## src/rtl/divide_pkg.sv

```systemverilog
// Shared definitions for the sequential restoring divider and its
// subtract-compare-select step.
package divide_pkg;

    // Default operand/result width; one iteration is performed per bit.
    localparam int WIDTH = 8;

    // Iteration counter width for the default WIDTH.
    localparam int CNT_W = $clog2(WIDTH);

    // Control states of the divider.
    typedef enum logic [1:0] {
        IDLE = 2'b00,
        RUN  = 2'b01,
        DONE = 2'b10
    } state_e;

endpackage

```

## src/rtl/scs_step_ext.sv

```systemverilog
// One restoring-division iteration: subtract the divisor from the shifted
// partial remainder, derive the quotient bit, and select the next remainder.
// ext is the bit shifted out of the top of the remainder. When it is set, the
// 9-bit shifted value is larger than d, so the subtraction always succeeds and
// the WIDTH-bit difference is exact.
module scs_step_ext
    import divide_pkg::*;
#(
    parameter int W = WIDTH
) (
    input  logic         ext,
    input  logic [W-1:0] rs,
    input  logic [W-1:0] d,
    output logic         qb,
    output logic [W-1:0] rnext
);

    logic [W-1:0] diff;
    logic         bout;

    // Ripple-borrow subtractor rs - d, producing diff and the final borrow.
    always_comb begin : ripple_sub
        logic borrow;
        // NOTE: every variable gets a value before any branch or loop reads it,
        // so no path can leave a stale value behind and infer a latch.
        borrow = 1'b0;
        diff   = '0;
        for (int i = 0; i < W; i++) begin
            // NOTE: blocking assignments are intended here; the borrow must
            // ripple from bit i into bit i+1 within a single evaluation.
            diff[i] = rs[i] ^ d[i] ^ borrow;
            borrow  = (~rs[i] & d[i]) | (~(rs[i] ^ d[i]) & borrow);
        end
        bout = borrow;
    end

    // The step succeeds when the shifted remainder is at least d.
    assign qb = ext | ~bout;

    // Per-bit 2:1 select: keep the difference on success, restore otherwise.
    assign rnext = qb ? diff : rs;

endmodule

```

## src/rtl/divide8_seq.sv

```systemverilog
// Sequential unsigned restoring divider. A start in IDLE or DONE captures the
// operands; RUN then performs one subtract-compare-select step per clock for
// WIDTH clocks, and DONE presents the registered quotient and remainder for a
// single cycle. A zero divisor skips RUN and reports div_by_zero directly.
module divide8_seq #(
    parameter int WIDTH = divide_pkg::WIDTH
) (
    input  logic             drv_clk,
    input  logic             reset,
    input  logic             start,
    input  logic [WIDTH-1:0] dividend,
    input  logic [WIDTH-1:0] divisor,
    output logic [WIDTH-1:0] quot,
    output logic [WIDTH-1:0] rem,
    output logic             busy,
    output logic             done,
    output logic             div_by_zero
);

    import divide_pkg::*;

    localparam int CNT_BITS = $clog2(WIDTH);
    localparam logic [CNT_BITS-1:0] LAST_ITER = CNT_BITS'(WIDTH - 1);

    state_e              state_q, state_d;
    logic [CNT_BITS-1:0] cnt_q,   cnt_d;
    logic [WIDTH-1:0]    r_q,     r_d;      // partial remainder
    logic [WIDTH-1:0]    q_q,     q_d;      // dividend shifting out, quotient shifting in
    logic [WIDTH-1:0]    d_q,     d_d;      // captured divisor
    logic [WIDTH-1:0]    quot_q,  quot_d;
    logic [WIDTH-1:0]    rem_q,   rem_d;
    logic                dbz_q,   dbz_d;

    logic                step_ext;
    logic [WIDTH-1:0]    step_rs;
    logic                step_qb;
    logic [WIDTH-1:0]    step_rnext;

    // Shift {R, Q} left by one: the remainder's MSB becomes ext and the next
    // dividend bit enters the remainder's LSB.
    assign step_ext = r_q[WIDTH-1];
    assign step_rs  = {r_q[WIDTH-2:0], q_q[WIDTH-1]};

    scs_step_ext #(
        .W (WIDTH)
    ) u_step (
        .ext   (step_ext),
        .rs    (step_rs),
        .d     (d_q),
        .qb    (step_qb),
        .rnext (step_rnext)
    );

    // Next-state logic: operand capture, one iteration per RUN cycle, result load.
    always_comb begin
        state_d = state_q;
        cnt_d   = cnt_q;
        r_d     = r_q;
        q_d     = q_q;
        d_d     = d_q;
        quot_d  = quot_q;
        rem_d   = rem_q;
        dbz_d   = dbz_q;

        case (state_q)
            IDLE, DONE: begin
                if (start) begin
                    d_d   = divisor;
                    q_d   = dividend;
                    r_d   = '0;
                    cnt_d = '0;
                    dbz_d = 1'b0;
                    if (divisor == '0) begin
                        state_d = DONE;
                        quot_d  = '1;
                        rem_d   = dividend;
                        dbz_d   = 1'b1;
                    end else begin
                        state_d = RUN;
                    end
                end else if (state_q == DONE) begin
                    state_d = IDLE;
                end
            end

            RUN: begin
                r_d   = step_rnext;
                q_d   = {q_q[WIDTH-2:0], step_qb};
                cnt_d = cnt_q + 1'b1;
                if (cnt_q == LAST_ITER) begin
                    state_d = DONE;
                    quot_d  = {q_q[WIDTH-2:0], step_qb};
                    rem_d   = step_rnext;
                end
            end

            default: begin
                state_d = IDLE;
            end
        endcase
    end

    // State and datapath registers; reset clears everything asynchronously.
    always_ff @(posedge drv_clk or posedge reset) begin
        if (reset) begin
            state_q <= IDLE;
            cnt_q   <= '0;
            r_q     <= '0;
            q_q     <= '0;
            d_q     <= '0;
            quot_q  <= '0;
            rem_q   <= '0;
            dbz_q   <= 1'b0;
        end else begin
            state_q <= state_d;
            cnt_q   <= cnt_d;
            r_q     <= r_d;
            q_q     <= q_d;
            d_q     <= d_d;
            quot_q  <= quot_d;
            rem_q   <= rem_d;
            dbz_q   <= dbz_d;
        end
    end

    assign quot        = quot_q;
    assign rem         = rem_q;
    assign div_by_zero = dbz_q;
    assign busy        = (state_q == RUN);
    assign done        = (state_q == DONE);

endmodule

```

## config.mk

```make
export PLATFORM = sky130hd
export DESIGN_NAME = divide8_seq
export DESIGN_NICKNAME = d
export VERILOG_FILES = /design/src/rtl/divide_pkg.sv /design/src/rtl/scs_step_ext.sv /design/src/rtl/divide8_seq.sv
export SDC_FILE = /design/constraint.sdc
export NUM_CORES = 1
export LEC_CHECK = 0
export BUFFER_PORTS_ARGS = -buffer_cell sky130_fd_sc_hd__buf_2
export CAP_MARGIN = 25
export CELL_PAD_IN_SITES_DETAIL_PLACEMENT = 0
export CELL_PAD_IN_SITES_GLOBAL_PLACEMENT = 1
export CORE_UTILIZATION = 35
export CTS_CLUSTER_SIZE = 20
export DETAILED_ROUTE_END_ITERATION = 8
export GPL_TIMING_DRIVEN = 0
export PLACE_DENSITY = 0.69
export SLEW_MARGIN = 0
export SYNTH_ARGS = -nofsm -noshare
export SYNTH_HDL_FRONTEND = slang
export SYNTH_SLANG_ARGS = --single-unit
```

## constraint.sdc

```tcl
create_clock -name drv_clk -period 3.75 [get_ports drv_clk]
set_input_delay 0.75 -clock drv_clk [delete_from_list [all_inputs] [get_ports drv_clk]]
set_output_delay 0.75 -clock drv_clk [all_outputs]
set_load 0.05 [all_outputs]
```

==> flow_summary.json, run 1 <==
{
  "status": "finished with violations",
  "violations": "DRC, setup timing",
  "die_y_um": 84.4,
  "cts.sinks": 46,
  "vias": 1898,
  "drt-vias-per-instance": 5.29,
  "syn_area_um2": 2370,
  "crit_buf_inv": 3,
  "finalSetupTns_ns": -0.834,
  "grt_pass1_vias": 1941,
  "synth_top_cell_by_area": "dfrtp_1",
  "first_pass_iters": 6,
  "vdd_drop_max_uv": 394,
  "grt_max_degree": 30,
  "fillers": 658,
  "pre_cts_ws_ns": -0.281,
  "rsz0062_at_grt": "true",
  "path_max_fanout": 5,
  "dpl.cell_count": 344,
  "row_count": 29,
  "grt_use_total_pct": 18.9,
  "synth_area_leaders": "dfrtp_1, nand2_1, fa_1",
  "hold_violations": 0,
  "slew_violations": 0,
  "synthDistinctLibCells": 35,
  "antenna_found_initial": 0,
  "path_cells": "inv_1 -> ha_2 -> fa_2 -> fa_2 -> fa_2 -> fa_2 -> fa_2 -> fa_2 -> fa_2 -> buf_6 -> nand2b_4 -> buf_8 -> o22ai_1 -> a22o_1",
  "multi_input_area_um2": 1150,
  "cts_tree": "done",
  "cp_data_required_time_ns": 3.96,
  "dpl_cell_area_um2": 2690,
  "finalWeightedCongestion": 0.771,
  "core_area_um2": 6460,
  "synth_top_family_by_area": "simple AND/OR/NAND/NOR gates",
  "avgSynthCellArea_um2": 10.4,
  "finalPower_mw": 3.29,
  "clock_skew_ns": 0.00728,
  "syn_inst": 229,
  "grt_overflow": 0,
  "clk_path_buf_depth": 2,
  "die_area_um2": 7110,
  "fin_crit_ns": 3.83,
  "seq_area_frac_synth_pct": 48.5,
  "cts-root-buf": "clkbuf_8",
  "yosys_warnings": 0,
  "ys_seq_elements": 46,
  "dieWidth_um": 84.4,
  "holdWs_ns": 0.435,
  "r2r_setup_slack_ns": -0.08,
  "start_util_pct": 36.7,
  "ant_nets": 0,
  "path_clk_slew_ns": 0.09,
  "maxCapViolations": 0,
  "fmax_mhz": 261,
  "detail_route.wl_per_cell_um": 17.3,
  "synth_top_area_share_pct": 48.5,
  "critPathArrivalTime_ns": 4.04,
  "final_cells": 359,
  "total_leakage_power_nw": 1.37,
  "dr.first_iter.drc_count": 121,
  "htree_num_levels": 2,
  "design_area_um2": 2970,
  "syn_nets": 258,
  "slew-limit-headroom_pct": 59.1,
  "grt_pass1_wl_mm": 10.3,
  "crit_type": "flop to flop",
  "ctsHoldBuffers": 0,
  "cp_slowest_cell": "fa_2",
  "io_pins": 38,
  "yosys-mux-area-fraction_pct": 3.85,
  "fin_ws_ns": -0.0833,
  "startpoint_type": "flop",
  "worst_pin_slew_ns": 0.614,
  "layout-drive-gt1-share_pct": 33.3,
  "crit_family": "adder cells",
  "ys.flop_type": "dfrtp_1",
  "regArea_um2": 1150,
  "area_growth_pct": 25.1,
  "ys_async_sr_fraction_pct": 100,
  "io_buffers": 37,
  "slowest_delay_ns": 0.38,
  "routed_wl_mm": 6.21,
  "min_period_over_period_pct": 102,
  "cpMostUsedCell": "fa_2",
  "synth_compound_area_share_pct": 16.3,
  "drc_errors": 11,
  "p_per_area_nw_per_um2": 1110,
  "synth_xor_area_share_pct": 0,
  "cp-end-kind": "flop",
  "synth_edf_count": 0,
  "hpwl_mm": 4.37,
  "cts_buffers": 5,
  "synthSimpleGateAreaFrac_pct": 17.1,
  "diodes": 0,
  "utilization_pct": 46.0,
  "hold_path_class": "input pin to async pin",
  "clk_latency_ns": 0.31,
  "synthAdderAreaFrac_pct": 7.49,
  "nNetsFinal": 310,
  "finalSetupViolCount": 14
}
-- cell usage after synthesis, types with 5 or more instances --
master,number
dfrtp_1,46
fa_1,7
nor2_1,12
o31ai_1,7
and3b_1,5
buf_2,8
o22ai_1,5
mux2i_1,8
a31oi_1,11
nand2_1,44
inv_1,21
-- power by group --
group          internal (mW)  switching, mW
registers              0.732          0.137
clock network          0.198          0.182
logic                  0.829           1.21
-- layout make-up --
class / instances / area share, %
Tap cell: 77 / 3.24
Multi-Input combinational cell: 148 / 38.8
Buffer: 13 / 2.87
Timing Repair Buffer: 45 / 9.61
Clock inverter: 3 / 1.52
Clock buffer: 5 / 2.32
Sequential cell: 46 / 38.8
Inverter: 22 / 2.87
-- sequential cells by signal, summed over array words and instances, names as in the netlist --
register	count
cnt_q	3
d_q	8
div_by_zero	1
q_q	8
quot	8
r_q	8
rem	8
state_q	2
-- cell families after synthesis --
logic type               count (synthesis)
AO/OA/AOI/OAI                           52
adder cells (fa/ha/maj)                 10
buffers and inverters                   35
flip-flops                              46
multiplexers                             9
AND/OR/NAND/NOR                         77
-- layout by cell type (no fill, tap or decap), types with 3 or more instances in the layout --
cell | netlist | final
and3b_1 | 5 | 3
a21oi_2 | 0 | 4
o311ai_1 | 4 | 4
a211oi_2 | 0 | 3
a211o_1 | 4 | 4
nand2_1 | 44 | 44
clkbuf_8 | 0 | 5
o22ai_1 | 5 | 4
a22o_1 | 3 | 3
inv_1 | 21 | 20
a311oi_1 | 4 | 4
o21ai_0 | 4 | 3
fa_2 | 0 | 7
mux2i_1 | 8 | 8
buf_1 | 3 | 3
dfrtp_1 | 46 | 46
buf_4 | 0 | 4
nor2_1 | 12 | 12
nor3b_1 | 4 | 3
o31ai_1 | 7 | 6
buf_2 | 8 | 44
a31oi_1 | 11 | 10
-- path summary, 6_finish.rpt --
check,startpoint,endpoint,depth (start not counted)
max,q_q[7],r_q[7],14
min,reset,d_q[0],2
max reg2reg,q_q[7],r_q[7],14
min reg2reg,quot[0],quot[0],1
max in group asynchronous,reset,state_q[1],3
min in group drv_clk,quot[0],quot[0],1
-- what timing repair did --
| item | in CTS | in global routing |
|---|---|---|
| cloned | 1 | 0 |
| pin swaps | 13 | 7 |
| buffers inserted | 5 | 1 |
| resized for setup | 14 | 11 |
| setup endpoints to repair | 17 | 18 |
-- metal layers --
metal | track usage (%) | vias to the layer above | routed length (µm)
li1 | - | 897 | -
met1 | 27.1 | 942 | 2960
met2 | 29.4 | 55 | 2930
met3 | 3.93 | 4 | 274
met4 | 4.93 | 0 | 46
met5 | 0 | - | 0
No activity file was read; power rests on OpenSTA's default activity.
==> run 2: changes to the inputs <==
--- a/config.mk
+++ b/config.mk
@@ -13,8 +13,9 @@
 export CTS_CLUSTER_SIZE = 20
 export DETAILED_ROUTE_END_ITERATION = 8
 export GPL_TIMING_DRIVEN = 0
-export PLACE_DENSITY = 0.69
+export PLACE_DENSITY = 0.68
 export SLEW_MARGIN = 0
 export SYNTH_ARGS = -nofsm -noshare
 export SYNTH_HDL_FRONTEND = slang
+export SYNTH_HIERARCHICAL = 1
 export SYNTH_SLANG_ARGS = --single-unit
==> flow_summary.json, run 2 <==
{
  "hold_violations": 0,
  "syn_nets": 206,
  "grt_use_total_pct": 16.8,
  "grt_overflow": 0,
  "drt-vias-per-instance": 5.04,
  "detail_route.wl_per_cell_um": 16.4,
  "row_count": 28,
  "core_area_um2": 5990,
  "synthTopCellsByCount": "dfrtp_1, mux2i_1, o21ai_0",
  "cp_data_required_time_ns": 3.98,
  "start_util_pct": 36.9,
  "grt_pass1_wl_mm": 7.94,
  "drc_errors": 0,
  "crit_type": "flop to flop",
  "dieWidth_um": 81.5,
  "ant_nets": 0,
  "grt_max_degree": 25,
  "cts-root-buf": "clkbuf_8",
  "r2r_cells": 14,
  "layout-drive-gt1-share_pct": 40.1,
  "hpwl_mm": 3.58,
  "antenna_found_initial": 0,
  "r2r-start": "q_q[7]",
  "cts_buffers": 5,
  "utilization_pct": 47.6,
  "finalSetupViolCount": 15,
  "clk_latency_ns": 0.30,
  "slew-limit-headroom_pct": 62.6,
  "finalWeightedCongestion": 0.766,
  "path_clk_slew_ns": 0.09,
  "fin_crit_ns": 3.91,
  "htree_num_levels": 2,
  "synth_edf_count": 0,
  "cts_tree": "done",
  "r2r_setup_slack_ns": -0.16,
  "hold_path_class": "input pin to async pin",
  "first_pass_iters": 4,
  "worst_pin_slew_ns": 0.561,
  "layout_common_cells": "dfrtp_1, buf_2, o21ai_0",
  "design_area_um2": 2850,
  "synth_area_leaders": "dfrtp_1, mux2i_1, fa_1",
  "avgSynthCellArea_um2": 12.5,
  "rsz0062_at_grt": "true",
  "die_y_um": 81.5,
  "seq_area_frac_synth_pct": 52.1,
  "cts.sinks": 46,
  "synthDistinctLibCells": 24,
  "grt_pass1_vias": 1472,
  "min_period_over_period_pct": 104,
  "io_pins": 38,
  "startpoint_type": "flop",
  "status": "finished with violations",
  "slew_violations": 0,
  "violations": "setup timing",
  "cp-end-kind": "flop",
  "regArea_um2": 1150,
  "multi_input_area_um2": 1080,
  "endpoint": "rem[3]",
  "fin_ws_ns": -0.155,
  "ys_async_sr_fraction_pct": 100,
  "clock_skew_ns": 0.00545,
  "vias": 1522,
  "area_growth_pct": 29.0,
  "routed_wl_mm": 4.95,
  "fillers": 556,
  "holdWs_ns": 0.490,
  "ys_seq_elements": 46,
  "syn_inst": 177,
  "ctsHoldBuffers": 0,
  "nNetsFinal": 255,
  "r2r_end": "rem[3]",
  "layout.cells.most_common": "dfrtp_1",
  "io_buffers": 37,
  "diodes": 0,
  "clk_path_buf_depth": 2,
  "yosys_warnings": 6,
  "maxCapViolations": 0,
  "fmax_mhz": 256,
  "die_area_um2": 6630,
  "syn_area_um2": 2210,
  "synth.most_common_cell": "dfrtp_1",
  "synth_top_cell_by_area": "dfrtp_1",
  "path_max_fanout": 5,
  "ys.flop_type": "dfrtp_1",
  "startpoint": "q_q[7]",
  "dr.first_iter.drc_count": 46,
  "critPathArrivalTime_ns": 4.14,
  "dpl_cell_area_um2": 2530,
  "synth_top_area_share_pct": 52.1
}
run 2: cell types whose count changed in the layout (fill, tap and decap cells not counted), sizes merged, moves of 10 or more:
cell   before  now
buf        57   47
o21ai       4   27
nand2      44   12
inv        22   12
a31oi      12    0
mux2i       8   24
nor2       12    1
run 2: what timing repair did:
item | CTS | global route
resized for setup | 20 | 6
setup buffers | 2 | 1
pin swaps | 2 | 2
cloned | 1 | 0
setup endpoints to repair | 17 | 17
run 2: cell families (layout without fill, tap and decap cells):
family          count (synthesis)  after routing  synth area share [%]
compound gates                 47             47                  14.0
flops                          46             46                  52.1
mux                            32             32                  14.9
simple gates                   21             21                  6.23
buf+inv                        21             71                  4.64
fa+ha+maj                      10             10                  8.04
run 2: layout make-up:
class	count	area share (%)
Buffer	9	2.15
Clock buffer	6	2.90
Clock inverter	2	2.11
Inverter	12	1.76
Multi-Input combinational cell	110	38.1
Sequential cell	46	40.4
Tap cell	75	3.29
Timing Repair Buffer	42	9.35
run 2: how the worst min path moves through the flow:
stage,depth (start not counted),endpoint,slack [ns]
floorplan,1,cnt_q[0],0.47
global placement,1,quot[0],0.47
detailed placement,1,quot[6],0.47
CTS,1,quot[0],0.50
global route,1,quot[6],0.51
finish,2,cnt_q[0],0.49
run 2: per-stage QoR:
stage	TNS [ns]	setup slack, ns	instances
CTS	-1.32	-0.166	301
global route	-3.16	-0.275	302
finish	-1.46	-0.155	302
floorplan	0	0.00457	177
global placement	-3.66	-0.342	289
detailed placement	-3.71	-0.350	290
run 2: per-layer routing:
metal | part of all wire, % | track usage [%]
met1 | 50 | 24.4
met2 | 45 | 24.7
met3 | 3.9 | 3.67
met4 | 1.3 | 5.89
met5 | 0 | 0
run 2: critical path, stage by stage (launching register included):
cell	delay (ns)
dfrtp_1	0.38
inv_2	0.07
ha_4	0.16
fa_2	0.33
fa_2	0.35
fa_2	0.35
fa_2	0.35
fa_2	0.35
fa_2	0.35
fa_2	0.36
nand2b_4	0.12
buf_12	0.15
mux2i_4	0.26
mux2i_2	0.11
o21ai_1	0.13
Power of run 2 is not shown: default switching activity piles up to over one toggle a cycle in this logic, so the estimate is an artifact.
